==> src/rtl/regfile_port_sched_if.sv <==
// Bundle between the register-file port scheduler, its three requesters and the
// synchronous-read register file array.
interface regfile_port_sched_if #(
  parameter int ADDR_W = 5,
  parameter int DATA_W = 32,
  parameter int NREG   = 32
);
  logic              rd_req;
  logic [ADDR_W-1:0] rd_addr1;
  logic [ADDR_W-1:0] rd_addr2;
  logic [ADDR_W-1:0] rd_dest;
  logic              rd_dest_en;
  logic              rd_gnt;
  logic              rd_valid;
  logic [DATA_W-1:0] rd_data1;
  logic [DATA_W-1:0] rd_data2;
  logic              rd_stall;

  logic              wb_req;
  logic [ADDR_W-1:0] wb_addr;
  logic [DATA_W-1:0] wb_data;
  logic              wb_gnt;

  logic              dbg_req;
  logic [ADDR_W-1:0] dbg_addr;
  logic [DATA_W-1:0] dbg_data;
  logic              dbg_gnt;

  logic              rf_we;
  logic [ADDR_W-1:0] rf_waddr;
  logic [DATA_W-1:0] rf_wdata;
  logic [ADDR_W-1:0] rf_raddr1;
  logic [ADDR_W-1:0] rf_raddr2;
  logic [DATA_W-1:0] rf_rdata1;
  logic [DATA_W-1:0] rf_rdata2;

  logic [NREG-1:0]   busy_vec;

  modport slave (
    input  rd_req, rd_addr1, rd_addr2, rd_dest, rd_dest_en,
    output rd_gnt, rd_valid, rd_data1, rd_data2, rd_stall,
    input  wb_req, wb_addr, wb_data,
    output wb_gnt,
    input  dbg_req, dbg_addr, dbg_data,
    output dbg_gnt,
    output rf_we, rf_waddr, rf_wdata, rf_raddr1, rf_raddr2,
    input  rf_rdata1, rf_rdata2,
    output busy_vec
  );

  modport master (
    output rd_req, rd_addr1, rd_addr2, rd_dest, rd_dest_en,
    input  rd_gnt, rd_valid, rd_data1, rd_data2, rd_stall,
    output wb_req, wb_addr, wb_data,
    input  wb_gnt,
    output dbg_req, dbg_addr, dbg_data,
    input  dbg_gnt,
    input  rf_we, rf_waddr, rf_wdata, rf_raddr1, rf_raddr2,
    output rf_rdata1, rf_rdata2,
    input  busy_vec
  );
endinterface

==> src/rtl/regfile_port_sched.sv <==
// Single-slot register-file port scheduler: WB > DBG > RD priority with a
// starvation override for reads, plus a busy-bit scoreboard against RAW hazards.
module regfile_port_sched #(
  parameter int ADDR_W     = 5,
  parameter int DATA_W     = 32,
  parameter int NREG       = 32,
  parameter int STARVE_MAX = 2
) (
  input  logic                 clk,
  input  logic                 rst_n,
  regfile_port_sched_if.slave  bus
);
  localparam int CNT_W = (STARVE_MAX < 1) ? 1 : $clog2(STARVE_MAX + 1);

  typedef enum logic [0:0] {ARB, RDRET} state_t;

  state_t            state_reg;
  logic [CNT_W-1:0]  starve_reg;
  logic              zero1_reg;
  logic              zero2_reg;
  logic [NREG-1:0]   busy_vec;

  logic rd_hz;
  logic rd_ok;
  logic rd_starved;
  logic dbg_ok;
  logic wb_gnt;
  logic dbg_gnt;
  logic rd_gnt;

  assign rd_hz      = busy_vec[bus.rd_addr1] | busy_vec[bus.rd_addr2]
                    | (bus.rd_dest_en & busy_vec[bus.rd_dest]);
  assign rd_ok      = bus.rd_req & ~rd_hz;
  assign rd_starved = rd_ok & (starve_reg == CNT_W'(STARVE_MAX));
  assign dbg_ok     = bus.dbg_req & ~busy_vec[bus.dbg_addr];

  // Grants are gated by rst_n so they drop the instant reset asserts.
  assign wb_gnt  = rst_n & bus.wb_req & ~rd_starved;
  assign dbg_gnt = rst_n & dbg_ok & ~bus.wb_req & ~rd_starved;
  assign rd_gnt  = rst_n & rd_ok & (rd_starved | (~bus.wb_req & ~dbg_ok));

  assign bus.wb_gnt   = wb_gnt;
  assign bus.dbg_gnt  = dbg_gnt;
  assign bus.rd_gnt   = rd_gnt;
  assign bus.rd_stall = bus.rd_req & rd_hz;

  assign bus.rf_we     = (wb_gnt & (|bus.wb_addr)) | (dbg_gnt & (|bus.dbg_addr));
  assign bus.rf_waddr  = dbg_gnt ? bus.dbg_addr : bus.wb_addr;
  assign bus.rf_wdata  = dbg_gnt ? bus.dbg_data : bus.wb_data;
  assign bus.rf_raddr1 = bus.rd_addr1;
  assign bus.rf_raddr2 = bus.rd_addr2;

  // The array's own output register supplies the operand in the RDRET cycle.
  assign bus.rd_valid = (state_reg == RDRET);
  assign bus.rd_data1 = (state_reg == RDRET && !zero1_reg) ? bus.rf_rdata1 : '0;
  assign bus.rd_data2 = (state_reg == RDRET && !zero2_reg) ? bus.rf_rdata2 : '0;
  assign bus.busy_vec = busy_vec;

  always_ff @(posedge clk or negedge rst_n) begin
    if (!rst_n) begin
      state_reg  <= ARB;
      starve_reg <= '0;
      zero1_reg  <= 1'b0;
      zero2_reg  <= 1'b0;
    end else begin
      state_reg <= rd_gnt ? RDRET : ARB;
      if (rd_gnt) begin
        zero1_reg <= (bus.rd_addr1 == '0);
        zero2_reg <= (bus.rd_addr2 == '0);
      end
      if (rd_gnt || !bus.rd_req) begin
        starve_reg <= '0;
      end else if ((wb_gnt | dbg_gnt) && rd_ok && starve_reg != CNT_W'(STARVE_MAX)) begin
        starve_reg <= starve_reg + 1'b1;
      end
    end
  end

  assign busy_vec[0] = 1'b0;

  genvar gi;
  generate
    for (gi = 1; gi < NREG; gi++) begin : g_busy
      logic bit_reg;
      always_ff @(posedge clk or negedge rst_n) begin
        if (!rst_n) begin
          bit_reg <= 1'b0;
        end else if (rd_gnt && bus.rd_dest_en && bus.rd_dest == ADDR_W'(gi)) begin
          bit_reg <= 1'b1;
        end else if (wb_gnt && bus.wb_addr == ADDR_W'(gi)) begin
          bit_reg <= 1'b0;
        end
      end
      assign busy_vec[gi] = bit_reg;
    end
  endgenerate
endmodule

==> src/flat_wrapper.sv <==
// flat-port wrapper written by rule: the top's interface ports become plain ports
module regfile_port_sched_flat 
#(
  parameter int ADDR_W     = 5,
  parameter int DATA_W     = 32,
  parameter int NREG       = 32,
  parameter int STARVE_MAX = 2
)
  (clk, rst_n, bus_rd_req, bus_rd_addr1, bus_rd_addr2, bus_rd_dest, bus_rd_dest_en, bus_rd_gnt, bus_rd_valid, bus_rd_data1, bus_rd_data2, bus_rd_stall, bus_wb_req, bus_wb_addr, bus_wb_data, bus_wb_gnt, bus_dbg_req, bus_dbg_addr, bus_dbg_data, bus_dbg_gnt, bus_rf_we, bus_rf_waddr, bus_rf_wdata, bus_rf_raddr1, bus_rf_raddr2, bus_rf_rdata1, bus_rf_rdata2, bus_busy_vec);
  regfile_port_sched_if #(.ADDR_W(ADDR_W), .DATA_W(DATA_W), .NREG(NREG)) bus_i ();
  input  logic clk;
  input  logic rst_n;
  input wire logic [$bits(bus_i.rd_req)-1:0] bus_rd_req;
  input wire logic [$bits(bus_i.rd_addr1)-1:0] bus_rd_addr1;
  input wire logic [$bits(bus_i.rd_addr2)-1:0] bus_rd_addr2;
  input wire logic [$bits(bus_i.rd_dest)-1:0] bus_rd_dest;
  input wire logic [$bits(bus_i.rd_dest_en)-1:0] bus_rd_dest_en;
  output wire logic [$bits(bus_i.rd_gnt)-1:0] bus_rd_gnt;
  output wire logic [$bits(bus_i.rd_valid)-1:0] bus_rd_valid;
  output wire logic [$bits(bus_i.rd_data1)-1:0] bus_rd_data1;
  output wire logic [$bits(bus_i.rd_data2)-1:0] bus_rd_data2;
  output wire logic [$bits(bus_i.rd_stall)-1:0] bus_rd_stall;
  input wire logic [$bits(bus_i.wb_req)-1:0] bus_wb_req;
  input wire logic [$bits(bus_i.wb_addr)-1:0] bus_wb_addr;
  input wire logic [$bits(bus_i.wb_data)-1:0] bus_wb_data;
  output wire logic [$bits(bus_i.wb_gnt)-1:0] bus_wb_gnt;
  input wire logic [$bits(bus_i.dbg_req)-1:0] bus_dbg_req;
  input wire logic [$bits(bus_i.dbg_addr)-1:0] bus_dbg_addr;
  input wire logic [$bits(bus_i.dbg_data)-1:0] bus_dbg_data;
  output wire logic [$bits(bus_i.dbg_gnt)-1:0] bus_dbg_gnt;
  output wire logic [$bits(bus_i.rf_we)-1:0] bus_rf_we;
  output wire logic [$bits(bus_i.rf_waddr)-1:0] bus_rf_waddr;
  output wire logic [$bits(bus_i.rf_wdata)-1:0] bus_rf_wdata;
  output wire logic [$bits(bus_i.rf_raddr1)-1:0] bus_rf_raddr1;
  output wire logic [$bits(bus_i.rf_raddr2)-1:0] bus_rf_raddr2;
  input wire logic [$bits(bus_i.rf_rdata1)-1:0] bus_rf_rdata1;
  input wire logic [$bits(bus_i.rf_rdata2)-1:0] bus_rf_rdata2;
  output wire logic [$bits(bus_i.busy_vec)-1:0] bus_busy_vec;
  assign bus_i.rd_req = bus_rd_req;
  assign bus_i.rd_addr1 = bus_rd_addr1;
  assign bus_i.rd_addr2 = bus_rd_addr2;
  assign bus_i.rd_dest = bus_rd_dest;
  assign bus_i.rd_dest_en = bus_rd_dest_en;
  assign bus_rd_gnt = bus_i.rd_gnt;
  assign bus_rd_valid = bus_i.rd_valid;
  assign bus_rd_data1 = bus_i.rd_data1;
  assign bus_rd_data2 = bus_i.rd_data2;
  assign bus_rd_stall = bus_i.rd_stall;
  assign bus_i.wb_req = bus_wb_req;
  assign bus_i.wb_addr = bus_wb_addr;
  assign bus_i.wb_data = bus_wb_data;
  assign bus_wb_gnt = bus_i.wb_gnt;
  assign bus_i.dbg_req = bus_dbg_req;
  assign bus_i.dbg_addr = bus_dbg_addr;
  assign bus_i.dbg_data = bus_dbg_data;
  assign bus_dbg_gnt = bus_i.dbg_gnt;
  assign bus_rf_we = bus_i.rf_we;
  assign bus_rf_waddr = bus_i.rf_waddr;
  assign bus_rf_wdata = bus_i.rf_wdata;
  assign bus_rf_raddr1 = bus_i.rf_raddr1;
  assign bus_rf_raddr2 = bus_i.rf_raddr2;
  assign bus_i.rf_rdata1 = bus_rf_rdata1;
  assign bus_i.rf_rdata2 = bus_rf_rdata2;
  assign bus_busy_vec = bus_i.busy_vec;
  regfile_port_sched #(.ADDR_W(ADDR_W), .DATA_W(DATA_W), .NREG(NREG), .STARVE_MAX(STARVE_MAX)) u_core (.clk(clk), .rst_n(rst_n), .bus(bus_i));
endmodule
==> config.mk <==
export PLATFORM = sky130hd
export DESIGN_NAME = regfile_port_sched_flat
export DESIGN_NICKNAME = d
export VERILOG_FILES = /design/src/rtl/regfile_port_sched_if.sv /design/src/rtl/regfile_port_sched.sv /design/src/flat_wrapper.sv
export SDC_FILE = /design/constraint.sdc
export NUM_CORES = 1
export LEC_CHECK = 0
export CAP_MARGIN = 20
export CORE_MARGIN = 3
export CORE_UTILIZATION = 32
export DETAILED_ROUTE_END_ITERATION = 10
export PLACE_DENSITY = 0.81
export SLEW_MARGIN = 5
export SYNTH_ARGS = -nofsm -noshare
export SYNTH_HDL_FRONTEND = slang
export SYNTH_SLANG_ARGS = --single-unit
==> constraint.sdc <==
create_clock -name clk -period 3.6 [get_ports clk]
set_input_delay 0.54 -clock clk [delete_from_list [all_inputs] [get_ports clk]]
set_output_delay 0.54 -clock clk [all_outputs]
set_load 0.02 [all_outputs]
==> results of run 1 <==
-- cell usage in the layout (no fill, tap or decap), types with 12 or more instances in the layout --
cell | Yosys | routed
and2_1 | 65 | 65
buf_2 | 6 | 16
buf_4 | 43 | 90
buf_6 | 4 | 35
clkdlybuf4s50_1 | 0 | 253
dfrtp_1 | 36 | 31
mux2_2 | 40 | 27
mux2_4 | 8 | 21
mux2i_1 | 15 | 12
mux4_2 | 22 | 22
nand2_1 | 12 | 12
o21ai_0 | 31 | 30
o31ai_1 | 32 | 32
-- timing repair --
action | CTS | global route
setup buffers | 18 | 5
resized for setup | 262 | 35
gates cloned | 2 | 0
endpoints found under the setup margin | 45 | 42
hold buffers | 0 | 0
pin swaps | 4 | 0
-- cell families after synthesis --
logic type / after synthesis
and+or+nand+nor: 131
AOI/OAI and AO/OA: 91
muxes: 85
buffers and inverters: 81
DFF: 36
adders and majority gates: 1
other: 1
-- worst max-delay path: stages, from the launching register on --
cell and delay (ns):
dfrtp_1 0.43, buf_4 0.17, mux4_2 0.50, mux2i_2 0.21, a221oi_2 0.10, a2111oi_4 0.36
and4_1 0.28, or4_4 0.20, buf_12 0.18, mux2_2 0.35, buf_2 0.16
-- cell type report --
cell class,instances,area share
timing repair buffer,415,0.489
multi-input combinational,309,0.349
sequential,36,0.111
tap,168,0.0257
clock buffer,6,0.0158
inverter,10,0.00460
clock inverter,2,0.00429
antenna,1,0.000306
-- layer usage --
metal  up-vias  wire length [microns]  track usage
met4        10                    656       0.0833
li1       2252                      -            -
met1      2418                   7830        0.344
met3        66                   2040       0.0831
met5         -                     69            0
met2       341                  10300        0.501
-- power by group --
| part | switching (uW) | internal [uW] | total, uW |
|---|---|---|---|
| clock network | 166 | 326 | 492 |
| logic | 336 | 450 | 786 |
| registers | 18.2 | 423 | 441 |
| total | 520 | 1200 | 1720 |
-- metrics by stage --
step	worst slack, ns	setup TNS [ns]	cells
CTS	-0.226	-6.83	945
global placement	-0.985	-42.54	918
finish	-0.168	-4.59	947
detailed placement	-1.02	-43.85	918
global route	-0.256	-7.88	946
floorplan	0.00511	0	426
-- path summary, 6_finish.rpt --
| path | startpoint | end | slack [ns] | cells after the start |
|---|---|---|---|---|
| max reg2reg | u_core.g_busy[28].bit_reg | u_core.g_busy[4].bit_reg | 0.46 | 10 |
| max | u_core.g_busy[28].bit_reg | bus_rf_wdata[21] | -0.17 | 10 |
| max in group asynchronous | rst_n | u_core.g_busy[9].bit_reg | 2.81 | 2 |
| min reg2reg | u_core.zero2_reg | u_core.zero2_reg | 0.49 | 2 |
| min | rst_n | u_core.starve_reg[0] | 0.40 | 2 |
| min in group clk | u_core.zero2_reg | u_core.zero2_reg | 0.49 | 2 |
==> results.cfg, run 1 <==
[status]
run_status = finished, violations left
violations = negative setup slack

[finish]
multi_input_area_sq_um = 2850
fin_area_sq_um = 8170
regArea_sq_um = 907
nets = 937
largest_reg_flops = 31
drive_gt1_frac = 0.334
fillers = 994
final_util = 0.669
areaGrowthSynthToFinish_pct = 100

[clock_network]
cts_tree = yes
clock-sinks = 36
clock_tree.root_cell = clkbuf_16
clkSlewWorstSetupHoldPaths_ns = 0.06
numCtsBuffers = 5
h-tree-depth = 2
clockBufferDepth = 2
clk_latency_ns = 0.28

[synthesis]
synth_mux_area_frac = 0.299
ys_seq_elements = 36
synth-main-ff-cell = dfrtp_1
synth_compound_area_frac = 0.157
synth_nets = 586
yosys-top-cells-area = dfrtp_1 22%, mux4_2 12%, mux2_2 11%
postSynthCellCount = 426
synth_xor_area_frac = 0
ys_top_cells_by_count = 65 x and2_1, 43 x buf_4, 40 x mux2_2
yosysMostFrequentCell = and2_1
synth_adder_area_share = 0.00307
synthSimpleGateAreaFrac = 0.195
syn_area_per_cell_sq_um = 9.56
async_flop_share = 1.00
ys_types = 52
synth_edf_count = 0
yosys.area.top_type = dfrtp_1
synth_top_family_by_area = multiplexers
yosysWarnings = 0
syn-cell-area_sq_um = 4070
synth_top_area_share = 0.221
yosysSeqAreaShare = 0.221

[setup_path]
worstPathArrival_ns = 3.23
worstPathRequired_ns = 3.06
critPathMaxFanout = 20
crit_path_end_kind = primary output
crit_type = reg2out
start_kind = flip-flop

[floorplanning]
die_y_microns = 119
die_x_microns = 119
dieArea_sq_um = 14100
core-area_sq_um = 12200
ios = 308
start_util = 0.334
num_rows = 40

[timing]
slew_viol_final = 0
max_freq_mhz = 265
worst_slew_pin_slew_ns = 0.603
fin_ws_ns = -0.168
hold_ws_ns = 0.402
fin_crit_sh = 1.05
period_minus_slack_ns = 3.77
final-hold-violation-count = 0
setup_violations = 38
finClkSkew_ns = 0.00490
rsz0062_at_grt = true
slew_headroom = 0.596

[run]
drv_cap = 0

[routing]
routedWlPerCell_microns = 22.1
drt_iter0_drc = 421
wl_microns = 20900
first_pass_iters = 5
ant_nets = 0
drc_errors = 0
viasPerCell = 5.37
vias = 5087

[power_and_ir_drop]
p_per_area_nw_per_um2 = 210
leakagePower_uw = 0.00346
ir_drop_mv = 0.213
power_uw = 1720

[place]
port-buffer-count = 306
placed_cell_area_sq_um = 7650
gp_congestion = 0.928
hpwlAfterDp_microns = 17200

[global_route]
grt_max_degree = 42
antenna_found_initial = 5
grt-ovfl-total = 0
grt_pass1_vias = 5249
grt_pass1_wl_microns = 31500
grtUsageTotal = 0.287

[min_path]
holdCritPathClass = in2async
No activity file was read; power rests on OpenSTA's default activity.
==> run 2, diff against run 1 <==
--- a/config.mk
+++ b/config.mk
@@ -5,11 +5,13 @@
 export SDC_FILE = /design/constraint.sdc
 export NUM_CORES = 1
 export LEC_CHECK = 0
+export ABC_AREA = 1
+export ABC_CLOCK_PERIOD_IN_PS = 3600
 export CAP_MARGIN = 20
 export CORE_MARGIN = 3
-export CORE_UTILIZATION = 32
+export CORE_UTILIZATION = 34
 export DETAILED_ROUTE_END_ITERATION = 10
-export PLACE_DENSITY = 0.81
+export PLACE_DENSITY = 0.8
 export SLEW_MARGIN = 5
 export SYNTH_ARGS = -nofsm -noshare
 export SYNTH_HDL_FRONTEND = slang
==> run 2 against run 1 <==
Net effect:
- the run now ends clean
- first-iteration DRC count rose by 62%
- combinational power fell by 2%
- synthesized cell count rose by 120%
- worst hold slack got worse by 0.29 ns
- non-clock buffer count fell by 54
- critical path type is now in2out
- critical endpoint is now bus_rf_wdata[9]
- largest cell class unchanged
- largest power group unchanged
- highest routed layer is now met4
==> results.cfg, run 2 <==
[setup_path]
critPathSlowestCell = clkdlybuf4s50_1
crit_type = in2out
start_kind = input pin
rrSetupSlack_ns = 1.12
crit_chain = clkdlybuf4s50_1 -> buf_12 -> nor2_1 -> nand2_1 -> o21ai_0 -> nor2_1 -> nor2_1 -> nor2_1 -> nand2_1 -> nand3_2 -> nand4_2 -> nand2_4 -> inv_2 -> buf_12 -> nand2_1 -> nand2_1 -> dlygate4sd2_1
crit_path_end_kind = primary output
critPathMaxFanout = 20
critPathMaxStageDelay_ns = 0.44
worstPathArrival_ns = 2.91
worstPathRequired_ns = 3.06

[synthesis]
ys_types = 27
postSynthCellCount = 922
synth_xor_area_frac = 0
synth_top_family_by_area = simple AND/OR/NAND/NOR gates
ys_seq_elements = 36
synth_compound_area_frac = 0.0531
synth_top_area_share = 0.260
synthSimpleGateAreaFrac = 0.527
ys_top_cells_by_count = 337 x nand2_1, 135 x inv_1, 117 x nor2_1
async_flop_share = 1.00
synth_adder_area_share = 0.00258
syn-cell-area_sq_um = 4860
synth_edf_count = 0
yosysMostFrequentCell = nand2_1
yosys.area.top_type = nand2_1
synth_nets = 1082
yosysSeqAreaShare = 0.185
synth-main-ff-cell = dfrtp_1
yosys-top-cells-area = nand2_1 26%, dfrtp_1 19%, inv_1 10%
syn_area_per_cell_sq_um = 5.27
synth_mux_area_frac = 0
yosysWarnings = 0

[clock_network]
clock-sinks = 36
clk_latency_ns = 0.29
clkSlewWorstSetupHoldPaths_ns = 0.06
cts_tree = yes
h-tree-depth = 2
clockBufferDepth = 2
cts_hold_buf = 0
clock_tree.root_cell = clkbuf_16
numCtsBuffers = 5

[global_route]
antenna_found_initial = 3
grt_pass1_vias = 6291
grt-ovfl-total = 0
grt_pass1_wl_microns = 36300
grt_max_degree = 33
grtUsageTotal = 0.290

[routing]
highest_layer = met4
met2_length_microns = 12800
viasPerCell = 4.97
drc_errors = 0
vias = 6901
drt_iter0_drc = 683
wl_met1_microns = 8980
wl_microns = 24200
met3_length_microns = 1920
first_pass_iters = 5
routedWlPerCell_microns = 17.4
ant_nets = 0

[timing]
rsz0062_at_grt = false
finClkSkew_ns = 0.00821
fin_ws_ns = 0.150
fin_crit_sh = 0.958
max_freq_mhz = 290
slew_viol_final = 0
slew_headroom = 0.494
final-hold-violation-count = 0
worst_slew_pin_slew_ns = 0.756
period_minus_slack_ns = 3.45
setup_violations = 0

[place]
placed_cell_area_sq_um = 8020
port-buffer-count = 306
hpwlAfterDp_microns = 19800
pre_cts_ws_ns = -0.176
gp_congestion = 1.06

[floorplanning]
die_x_microns = 126
core-area_sq_um = 13900
ios = 308
dieArea_sq_um = 15800
num_rows = 43
start_util = 0.349
die_y_microns = 126

[finish]
fillers = 1388
multi_input_area_sq_um = 2840
areaGrowthSynthToFinish_pct = 68.9
nets = 1365
regArea_sq_um = 901
largest_reg_flops = 31
drive_gt1_frac = 0.0730
layout_common_cells = 337 x nand2_1, 260 x clkdlybuf4s50_1, 135 x inv_1
fin_area_sq_um = 8200
final_util = 0.589
final_common_cell = nand2_1

[power_and_ir_drop]
leakagePower_uw = 0.00441
ir_drop_mv = 0.147
p_per_area_nw_per_um2 = 211

[status]
run_status = finished, final reports clean

[min_path]
holdCritPathClass = in2async

[run]
drv_cap = 0
## run 2: cell count changes after synthesis, sizes merged, moves of 22 or more
| cell | previous run | this run |
|---|---|---|
| nand3 | 10 | 99 |
| mux4 | 22 | 0 |
| nand2 | 12 | 341 |
| inv | 10 | 140 |
| nor2 | 6 | 121 |
| o31ai | 32 | 0 |
| mux2 | 48 | 0 |
| nand4 | 2 | 42 |
| and2 | 65 | 0 |
## run 2: where the power goes
group | switching, uW | leakage (uW) | internal, uW
combinational | 403 | 0.00383 | 366
sequential | 26.7 | 0.000496 | 426
clock | 185 | 0.0000798 | 326
total | 614 | 0.00441 | 1120
## run 2: final timing paths
kind	start	end	cells after the start
max	bus_rd_dest[0]	bus_rf_wdata[9]	17
min	rst_n	u_core.starve_reg[0]	1
max reg2reg	u_core.g_busy[28].bit_reg	u_core.g_busy[9].bit_reg	15
min reg2reg	u_core.starve_reg[0]	u_core.starve_reg[0]	2
max in group asynchronous	rst_n	u_core.g_busy[7].bit_reg	2
min in group clk	u_core.starve_reg[0]	u_core.starve_reg[0]	2
## run 2: area by class of cell
type,instances,share of cell area
Timing Repair Buffer,361,0.428
Multi-Input combinational cell,658,0.347
Sequential cell,36,0.110
Inverter,143,0.0665
Tap cell,180,0.0275
Clock buffer,5,0.0153
Clock inverter,3,0.00519
Antenna cell,3,0.000915
## run 2: critical path: cells and delay by family
kind            cells  cell delay [ns]
compound gates      1             0.10
buf+inv             5             1.23
simple gates       11             1.04
## run 2: per-layer routing
metal	track usage	up-vias
met2	0.538	380
met4	0.0784	0
li1	-	3361
met3	0.0393	48
met5	0	-
met1	0.349	3112
## run 2: stage by stage
stage	std cells	total power (uW)	hold slack [ns]	setup TNS (ns)
after floorplan	922	824	0.244	0
after global placement	1378	1240	0.422	-3.76
after detailed placement	1378	1240	0.417	-5.15
after CTS	1386	1730	0.117	-1.03
after global routing	1389	1820	0.119	0
final	1389	1730	0.113	0
## run 2: kinds of logic (layout without fill, tap and decap cells)
| family | Yosys count | after routing |
|---|---|---|
| DFF | 36 | 36 |
| and+or+nand+nor | 605 | 605 |
| AOI/OAI and AO/OA | 51 | 51 |
| other | 1 | 4 |
| buffers and inverters | 228 | 512 |
| adders and majority gates | 1 | 1 |
## run 2: what timing repair did
action                                 CTS  global route
setup buffers                            0             0
setup endpoints to repair               39            41
gates resized for setup                 31            41
endpoints found under the hold margin    0             0
